### src/rtl/reg_wr_arbiter.sv
// reg_wr_arbiter
// ---------------------------------------------------------------------------
// Arbitrates two write sources (ALU writeback and memory/load path) onto the
// register file's single write port. Each source owns a one-entry buffer
// behind a valid/ready handshake; at most one buffered entry is granted per
// cycle and presented on a registered REG_WR / REG_DEST / WRITE_DATA port.
//
// Ports
//   CLK, RESET            clock, synchronous active-high reset
//   ALU_VALID/READY       ALU request handshake, ALU_DEST / ALU_DATA payload
//   MEM_VALID/READY       memory request handshake, MEM_DEST / MEM_DATA payload
//   REG_WR, REG_DEST,     registered register-file write port
//   WRITE_DATA
//   PENDING               bit d set while a buffered entry targets register d
//   CONFLICT_CNT          saturating count of both-buffers-full cycles
//
// Configuration
//   REG_WR_ARB_STATS_EN   when defined, CONFLICT_CNT is a live counter;
//                         otherwise it is tied to zero and has no flops.
// ---------------------------------------------------------------------------
module reg_wr_arbiter #(
    parameter int DATA_W = 8,
    parameter int ADDR_W = 3
) (
    input  logic                   CLK,
    input  logic                   RESET,
    input  logic                   ALU_VALID,
    output logic                   ALU_READY,
    input  logic [ADDR_W-1:0]      ALU_DEST,
    input  logic [DATA_W-1:0]      ALU_DATA,
    input  logic                   MEM_VALID,
    output logic                   MEM_READY,
    input  logic [ADDR_W-1:0]      MEM_DEST,
    input  logic [DATA_W-1:0]      MEM_DATA,
    output logic                   REG_WR,
    output logic [ADDR_W-1:0]      REG_DEST,
    output logic [DATA_W-1:0]      WRITE_DATA,
    output logic [2**ADDR_W-1:0]   PENDING,
    output logic [7:0]             CONFLICT_CNT
);

    localparam int NREG = 2**ADDR_W;

    // Buffer state. The *_young_reg bit marks an entry that was loaded while
    // the other buffer was already holding an entry, i.e. the younger one.
    logic              alu_full_reg, mem_full_reg;
    logic [ADDR_W-1:0] alu_dest_reg, mem_dest_reg;
    logic [DATA_W-1:0] alu_data_reg, mem_data_reg;
    logic              alu_young_reg, mem_young_reg;
    logic              rr_alu_reg;      // 1: ALU has round-robin priority

    logic              reg_wr_reg;
    logic [ADDR_W-1:0] reg_dest_reg;
    logic [DATA_W-1:0] write_data_reg;

    logic              grant_alu, grant_mem;
    logic              alu_accept, mem_accept;
    logic [ADDR_W-1:0] sel_dest;
    logic [DATA_W-1:0] sel_data;
    logic              sel_unimpl;
    logic              both_full;

    assign both_full = alu_full_reg && mem_full_reg;

    // Grant selection over the full buffers.
    always_comb begin
        grant_alu = 1'b0;
        grant_mem = 1'b0;
        if (both_full) begin
            if (alu_dest_reg == mem_dest_reg) begin
                // Same target: oldest first. On a tie MEM goes first so the
                // ALU value is the one left in the register.
                if (mem_young_reg) grant_alu = 1'b1;
                else               grant_mem = 1'b1;
            end else if (rr_alu_reg) begin
                grant_alu = 1'b1;
            end else begin
                grant_mem = 1'b1;
            end
        end else if (alu_full_reg) begin
            grant_alu = 1'b1;
        end else if (mem_full_reg) begin
            grant_mem = 1'b1;
        end
    end

    // READY never looks at the requester's own VALID; a buffer being drained
    // this cycle can accept a new entry at the same edge.
    assign ALU_READY  = !RESET && (!alu_full_reg || grant_alu);
    assign MEM_READY  = !RESET && (!mem_full_reg || grant_mem);
    assign alu_accept = ALU_VALID && ALU_READY;
    assign mem_accept = MEM_VALID && MEM_READY;

    always_comb begin
        sel_dest = mem_dest_reg;
        sel_data = mem_data_reg;
        if (grant_alu) begin
            sel_dest = alu_dest_reg;
            sel_data = alu_data_reg;
        end
    end

    // Registers 3 and 7 do not exist: such writes are drained but squashed.
    assign sel_unimpl = (sel_dest[1:0] == 2'b11);

    always_ff @(posedge CLK) begin
        if (RESET) begin
            alu_full_reg   <= 1'b0;
            mem_full_reg   <= 1'b0;
            alu_dest_reg   <= '0;
            mem_dest_reg   <= '0;
            alu_data_reg   <= '0;
            mem_data_reg   <= '0;
            alu_young_reg  <= 1'b0;
            mem_young_reg  <= 1'b0;
            rr_alu_reg     <= 1'b1;
            reg_wr_reg     <= 1'b0;
            reg_dest_reg   <= '0;
            write_data_reg <= '0;
        end else begin
            alu_full_reg <= alu_accept || (alu_full_reg && !grant_alu);
            mem_full_reg <= mem_accept || (mem_full_reg && !grant_mem);

            if (alu_accept) begin
                alu_dest_reg  <= ALU_DEST;
                alu_data_reg  <= ALU_DATA;
                // Younger only if the MEM entry survives this edge.
                alu_young_reg <= mem_full_reg && !grant_mem;
            end else if (mem_accept) begin
                alu_young_reg <= 1'b0;
            end

            if (mem_accept) begin
                mem_dest_reg  <= MEM_DEST;
                mem_data_reg  <= MEM_DATA;
                mem_young_reg <= alu_full_reg && !grant_alu;
            end else if (alu_accept) begin
                mem_young_reg <= 1'b0;
            end

            if (grant_alu || grant_mem) begin
                // Priority passes to the requester not granted now.
                rr_alu_reg <= grant_mem;
                if (sel_unimpl) begin
                    reg_wr_reg <= 1'b0;
                end else begin
                    reg_wr_reg     <= 1'b1;
                    reg_dest_reg   <= sel_dest;
                    write_data_reg <= sel_data;
                end
            end else begin
                reg_wr_reg <= 1'b0;
            end
        end
    end

    assign REG_WR     = reg_wr_reg;
    assign REG_DEST   = reg_dest_reg;
    assign WRITE_DATA = write_data_reg;

    // Hazard mask from buffered entries only; the output stage is excluded.
    genvar gi;
    generate
        for (gi = 0; gi < NREG; gi++) begin : g_pending
            assign PENDING[gi] = (alu_full_reg && (alu_dest_reg == ADDR_W'(gi))) ||
                                 (mem_full_reg && (mem_dest_reg == ADDR_W'(gi)));
        end
    endgenerate

`ifdef REG_WR_ARB_STATS_EN
    logic [7:0] conflict_cnt_reg;

    always_ff @(posedge CLK) begin
        if (RESET) begin
            conflict_cnt_reg <= 8'h00;
        end else if (both_full && (conflict_cnt_reg != 8'hFF)) begin
            conflict_cnt_reg <= conflict_cnt_reg + 8'h01;
        end
    end

    assign CONFLICT_CNT = conflict_cnt_reg;
`else
    assign CONFLICT_CNT = 8'h00;
`endif

endmodule
### config.mk
export PLATFORM = sky130hd
export DESIGN_NAME = reg_wr_arbiter
export DESIGN_NICKNAME = d
export VERILOG_FILES = /design/src/rtl/reg_wr_arbiter.sv
export SDC_FILE = /design/constraint.sdc
export NUM_CORES = 1
export LEC_CHECK = 0
export CELL_PAD_IN_SITES_DETAIL_PLACEMENT = 0
export CELL_PAD_IN_SITES_GLOBAL_PLACEMENT = 1
export CORE_ASPECT_RATIO = 0.75
export CORE_MARGIN = 5
export CORE_UTILIZATION = 37
export DETAILED_ROUTE_END_ITERATION = 7
export PLACE_DENSITY = 0.9
export REMOVE_ABC_BUFFERS = 1
export SLEW_MARGIN = 30
export SYNTH_ARGS = -nofsm -noshare
export SYNTH_HDL_FRONTEND = slang
export SYNTH_SLANG_ARGS = --single-unit
### constraint.sdc
create_clock -name CLK -period 5 [get_ports CLK]
set_input_delay 0.75 -clock CLK [delete_from_list [all_inputs] [get_ports CLK]]
set_output_delay 0.75 -clock CLK [all_outputs]
set_load 0.005 [all_outputs]
==> results of run 1 <==
## worst max-delay path: stages
cell and delay (ps):
clkdlybuf4s50_1 840, a21oi_1 300, clkdlybuf4s50_1 540
## area by class of cell
| type | instances | area share |
|---|---|---|
| clock inverter | 1 | 0.00209 |
| multi-input combinational | 140 | 0.404 |
| clock buffer | 7 | 0.0361 |
| sequential | 38 | 0.318 |
| tap | 60 | 0.0314 |
| inverter | 5 | 0.00785 |
| timing repair buffer | 48 | 0.200 |
## path summary, 6_finish.rpt
kind	from	end	slack [ps]	cells after the start
worst min-delay path	REG_DEST[1]$_SDFFE_PP0P_	REG_DEST[1]$_SDFFE_PP0P_	480	2
worst min register to register	REG_DEST[1]$_SDFFE_PP0P_	REG_DEST[1]$_SDFFE_PP0P_	480	2
worst max-delay path	RESET	MEM_READY	1810	3
worst max register to register	mem_dest_reg[1]$_SDFFE_PP0P_	mem_data_reg[2]$_SDFFE_PP0P_	2570	5
## logic make-up after synthesis
logic type,Yosys count
flip-flops,38
multiplexers,16
AND/OR/NAND/NOR,67
buffers and inverters,26
AO/OA/AOI/OAI,46
other,1
XOR/XNOR,3
## power breakdown
part           internal, uW  total (uW)  switching [uW]
Clock                   111         217             106
Sequential              329         350            20.8
Combinational          86.4         155            68.3
## layer usage
| layer | wire (um) | up-vias |
|---|---|---|
| met1 | 2390 | 740 |
| met3 | 233 | 7 |
| met2 | 1930 | 53 |
| met5 | 0 | - |
| li1 | - | 764 |
| met4 | 53 | 0 |
## layout by cell type, fill, tap and decap left out, types with 7 or more instances in the layout
master / synthesis / final
or3_1: 9 / 9
a22o_1: 11 / 11
conb_1: 1 / 8
nand2b_1: 7 / 7
nor2_1: 17 / 17
clkdlybuf4s50_1: 0 / 47
dfxtp_1: 38 / 38
mux2_1: 11 / 11
nand2_1: 18 / 18
o2111a_1: 9 / 9
nor2b_1: 11 / 11
## metrics by stage
step	power, uW	area (um^2)	utilization	instances	setup slack [ps]
3_5_place_dp	512	2300	0.472	291	1670
6_report	722	2390	0.490	299	1810
3_3_place_gp	509	2300	0.472	291	1720
5_1_grt	757	2390	0.490	299	1690
4_1_cts	730	2390	0.490	299	1820
2_1_floorplan	434	1750	-	183	2880
==> impl_metrics.tcl, run 1 <==
set metrics [dict create \
    fp.dieW_um 91.7 \
    synth_top_area_cell "dfxtp_1" \
    synth_top_cells_by_count "dfxtp_1, nand2_1, nor2_1" \
    nFillCells 461 \
    holdWs_ps 481 \
    gp_congestion 0.792 \
    synth-main-ff-cell "dfxtp_1" \
    initial_core_util 0.381 \
    synth_top_family_by_area "compound AO/OA/AOI/OAI gates" \
    antenna_found_initial 0 \
    cts_buffers 5 \
    portBuffers 47 \
    worst_pin_slew_ps 828 \
    cts.sinks 38 \
    drtIter0Drc 102 \
    drive_gt1_frac 0.0669 \
    vdd_ir_drop_max_v 0.000150 \
    grt_setup_unrepaired "false" \
    multi_input_area_um2 966 \
    met1_usage 0.204 \
    place_hpwl_um 3280 \
    critPathArrivalTime_ps 2440 \
    relSlewSlack 0.446 \
    status "complete, no violations" \
    grt_use_met2 0.205 \
    worstSetupStartpointType "input pin" \
    synth.most_common_cell "dfxtp_1" \
    ys_async_sr_fraction 0 \
    synth_edf_count 0 \
    track_usage 0.143 \
    finalCritPeriodShare 0.637 \
    seq_area_um2 761 \
    wire_per_inst_um 15.4 \
    antennaDiodeCount 0 \
    clk_pin_slew_ps 70 \
    cts_resized 0 \
    ctsHoldBuffers 0 \
    synth_adder_area_share 0 \
    htree_levels 2 \
    synth_compound_area_frac 0.207 \
    io_pins 56 \
    leakage_uw 0.000950 \
    powerDensity_mw_per_mm2 302 \
    synthXorXnorAreaFrac 0.0142 \
    path_class "in2out" \
    max_freq_ghz 0.314 \
    via_per_inst 5.23 \
    hp-class "reg2reg" \
    ys_warn_count 0 \
    crit_fanout 21 \
    die_h_um 71.3 \
    nets 264 \
    root_buffer "clkbuf_8" \
    ys_seq_area_frac 0.410 \
    yosys-top-cells-area "dfxtp_1, mux2_1, o2111a_1" \
    finalSetupViolations 0 \
    max_cap_violations 0 \
    ys_types 37 \
    syn_avg_cell_area_um2 9.41 \
    clk-insertion-delay-late_ps 290 \
    synth-simple-area-share 0.184 \
    fin_setup_tns_ps 0 \
    grt_overflow_total 0 \
    dieArea_mm2 0.00654 \
    drv_slew 0 \
    area_growth_pct 28.9 \
    wirelength_um 4620 \
    grt_pass1_vias 1518 \
    synth_top_area_share 0.410 \
    netlist_instances 197 \
    fp-row-count 22 \
    grt_pass1_wl_um 7420 \
    required_ps 4250 \
    drc_errors 0 \
    clock_skew_ps 2.49 \
    cts_tree "done" \
    fin_crit_ps 3190 \
    hold_viol 0 \
    cts_buffer_depth 2 \
    core_mm2 0.00487 \
    grt_max_degree 22 \
    first_pass_iters 4 \
    muxShareOfSynthArea 0.0999 \
    ant_nets 0 \
    cts_setup_buffers 0 \
    vias 1564 \
    met3_usage 0.0420 \
    synth_area_mm2 0.00185 \
    yosys_register_bits 38 \
    crit_path_end_kind "output pin" \
    busiest_layer "met2" \
]
Power figures use the tool's default switching activity.
==> inputs of run 2 (changes only) <==
Settings changed: CORE_UTILIZATION 37 to 31, PLACE_DENSITY 0.9 to 0.81.
Clock period 5 ns to 2.8 ns, I/O delays scaled along.
==> impl_metrics.tcl, run 2 (synthesized netlist as in run 1, its figures left out) <==
set metrics [dict create \
    crit_fanout 5 \
    crit_path_end_kind "output pin" \
    worstHoldStart "REG_DEST[1]$_SDFFE_PP0P_" \
    seq_area_um2 764 \
    multi_input_area_um2 966 \
    finalCritPeriodShare 0.941 \
    cts_buffer_depth 2 \
    dp_slack_ps 391 \
    seq_power_share 0.480 \
    final_common_cell "clkdlybuf4s50_1" \
    grt_pass1_vias 1467 \
    max_cap_violations 0 \
    via_per_inst 4.80 \
    cts_tree "done" \
    portBuffers 47 \
    cts_buffers 5 \
    root_buffer "clkbuf_8" \
    crit_path_start "mem_dest_reg[2]$_SDFFE_PP0P_" \
    r2r_start "alu_dest_reg[1]$_SDFFE_PP0P_" \
    path_class "reg2out" \
    die_h_um 77.0 \
    fp.dieW_um 99.3 \
    clk-insertion-delay-late_ps 290 \
    critPathTopFamily "buffers and inverters" \
    final_cell_mix "clkdlybuf4s50_1, dfxtp_1, nand2_1" \
    drv_slew 0 \
    wire_per_inst_um 14.4 \
    relSlewSlack 0.539 \
    fin_crit_ps 2640 \
    vdd_ir_drop_max_v 0.000270 \
    first_pass_iters 4 \
    grt_pass1_wl_um 7580 \
    p_sw_frac 0.270 \
    vias 1545 \
    critPathArrivalTime_ps 2220 \
    drtIter0Drc 74 \
    worstSetupStartpointType "flip-flop" \
    area_growth_pct 32.3 \
    power_frac_comb 0.218 \
    grt_setup_unrepaired "false" \
    htree_levels 2 \
    clock_skew_ps 2.87 \
    track_usage 0.123 \
    gp_congestion 0.846 \
    hold_viol 0 \
    placed_cell_area_mm2 0.00235 \
    crit_chain "xor2_1 -> nor3_4 -> mux2_2 -> a21oi_1 -> clkdlybuf4s50_1" \
    clk_pin_slew_ps 70 \
    worst_pin_slew_ps 687 \
    dieArea_mm2 0.00764 \
    required_ps 2380 \
    powerDensity_mw_per_mm2 530 \
    critPathSlowestCell "clkdlybuf4s50_1" \
    utilization 0.421 \
    core_mm2 0.00583 \
    status "complete, no violations" \
    finalSetupViolations 0 \
    antennaDiodeCount 0 \
    power.switching_uw 351 \
    fin_setup_tns_ps 0 \
    clockPowerShare 0.302 \
    initial_core_util 0.318 \
    io_pins 56 \
    critPathBufInv 1 \
    hp-class "reg2reg" \
    final_cell_area_mm2 0.00245 \
    cp.depth 5 \
    min_path_cells 2 \
    nets 269 \
    grt_overflow_total 0 \
    nFillCells 600 \
    final_cells 322 \
    drive_gt1_frac 0.0984 \
    grt_max_degree 22 \
    fp-row-count 24 \
    cellInternalPower_uw 948 \
    numPlacedInstances 313 \
    place_hpwl_um 3410 \
    rr_worst_depth 5 \
    cts.sinks 38 \
    layout_setup_ws_ps 164 \
    max_freq_ghz 0.379 \
    ant_nets 0 \
    drc_errors 0 \
    leakage_uw 0.000976 \
    wirelength_um 4640 \
    antenna_found_initial 0 \
    cp_slowest_stage_delay_ps 530 \
]
## run 2: cell count changes in the layout (fill, tap and decap cells not counted)
cell / previous run / this run
dfxtp_2: 0 / 3
buf_4: 1 / 6
dfxtp_1: 38 / 35
## run 2: final timing paths
path	end	slack, ps
worst max-delay path	MEM_READY	160
worst max register to register	WRITE_DATA[0]$_SDFFE_PP0P_	680
worst min-delay path	REG_DEST[1]$_SDFFE_PP0P_	460
worst min register to register	REG_DEST[1]$_SDFFE_PP0P_	460
## run 2: layout make-up
type / instances / area share
multi-input cells: 140 / 0.394
flip-flops and latches: 38 / 0.312
repair buffers: 53 / 0.210
well taps: 78 / 0.0398
clock buffers: 7 / 0.0352
inverters: 5 / 0.00765
clock inverters: 1 / 0.00204
## run 2: layer usage
layer  vias up  wire length (um)  global-route usage
met5         -                 0                   0
met4         0                38              0.0341
met3         6               310              0.0462
met2        50              1900               0.163
met1       713              2390               0.184
li1        776                 -                   -
## run 2: worst register-to-register path: stages, from the launching register on
cell and delay, ps:
dfxtp_1 450, xor2_1 310, o41a_1 210, o21a_2 400, mux2_4 410, o2111a_1 240
## run 2: power groups by stage
stage / combinational [uW] / sequential [uW] / clock (uW)
2_1_floorplan: 148 / 628 / 0
3_3_place_gp: 280 / 633 / 0
3_5_place_dp: 281 / 635 / 0
4_1_cts: 283 / 623 / 399
5_1_grt: 315 / 631 / 416
6_report: 283 / 624 / 393
## run 2: what timing repair did
action,CTS,global route
resized for setup,0,3
buffers inserted,0,1
endpoints found under the setup margin,0,2
hold buffers,0,0
## run 2: per-stage QoR
stage	total power (uW)	hold WS [ps]
after floorplan	776	450
after global placement	914	453
after detailed placement	916	453
after CTS	1300	464
after global routing	1360	491
final	1300	459
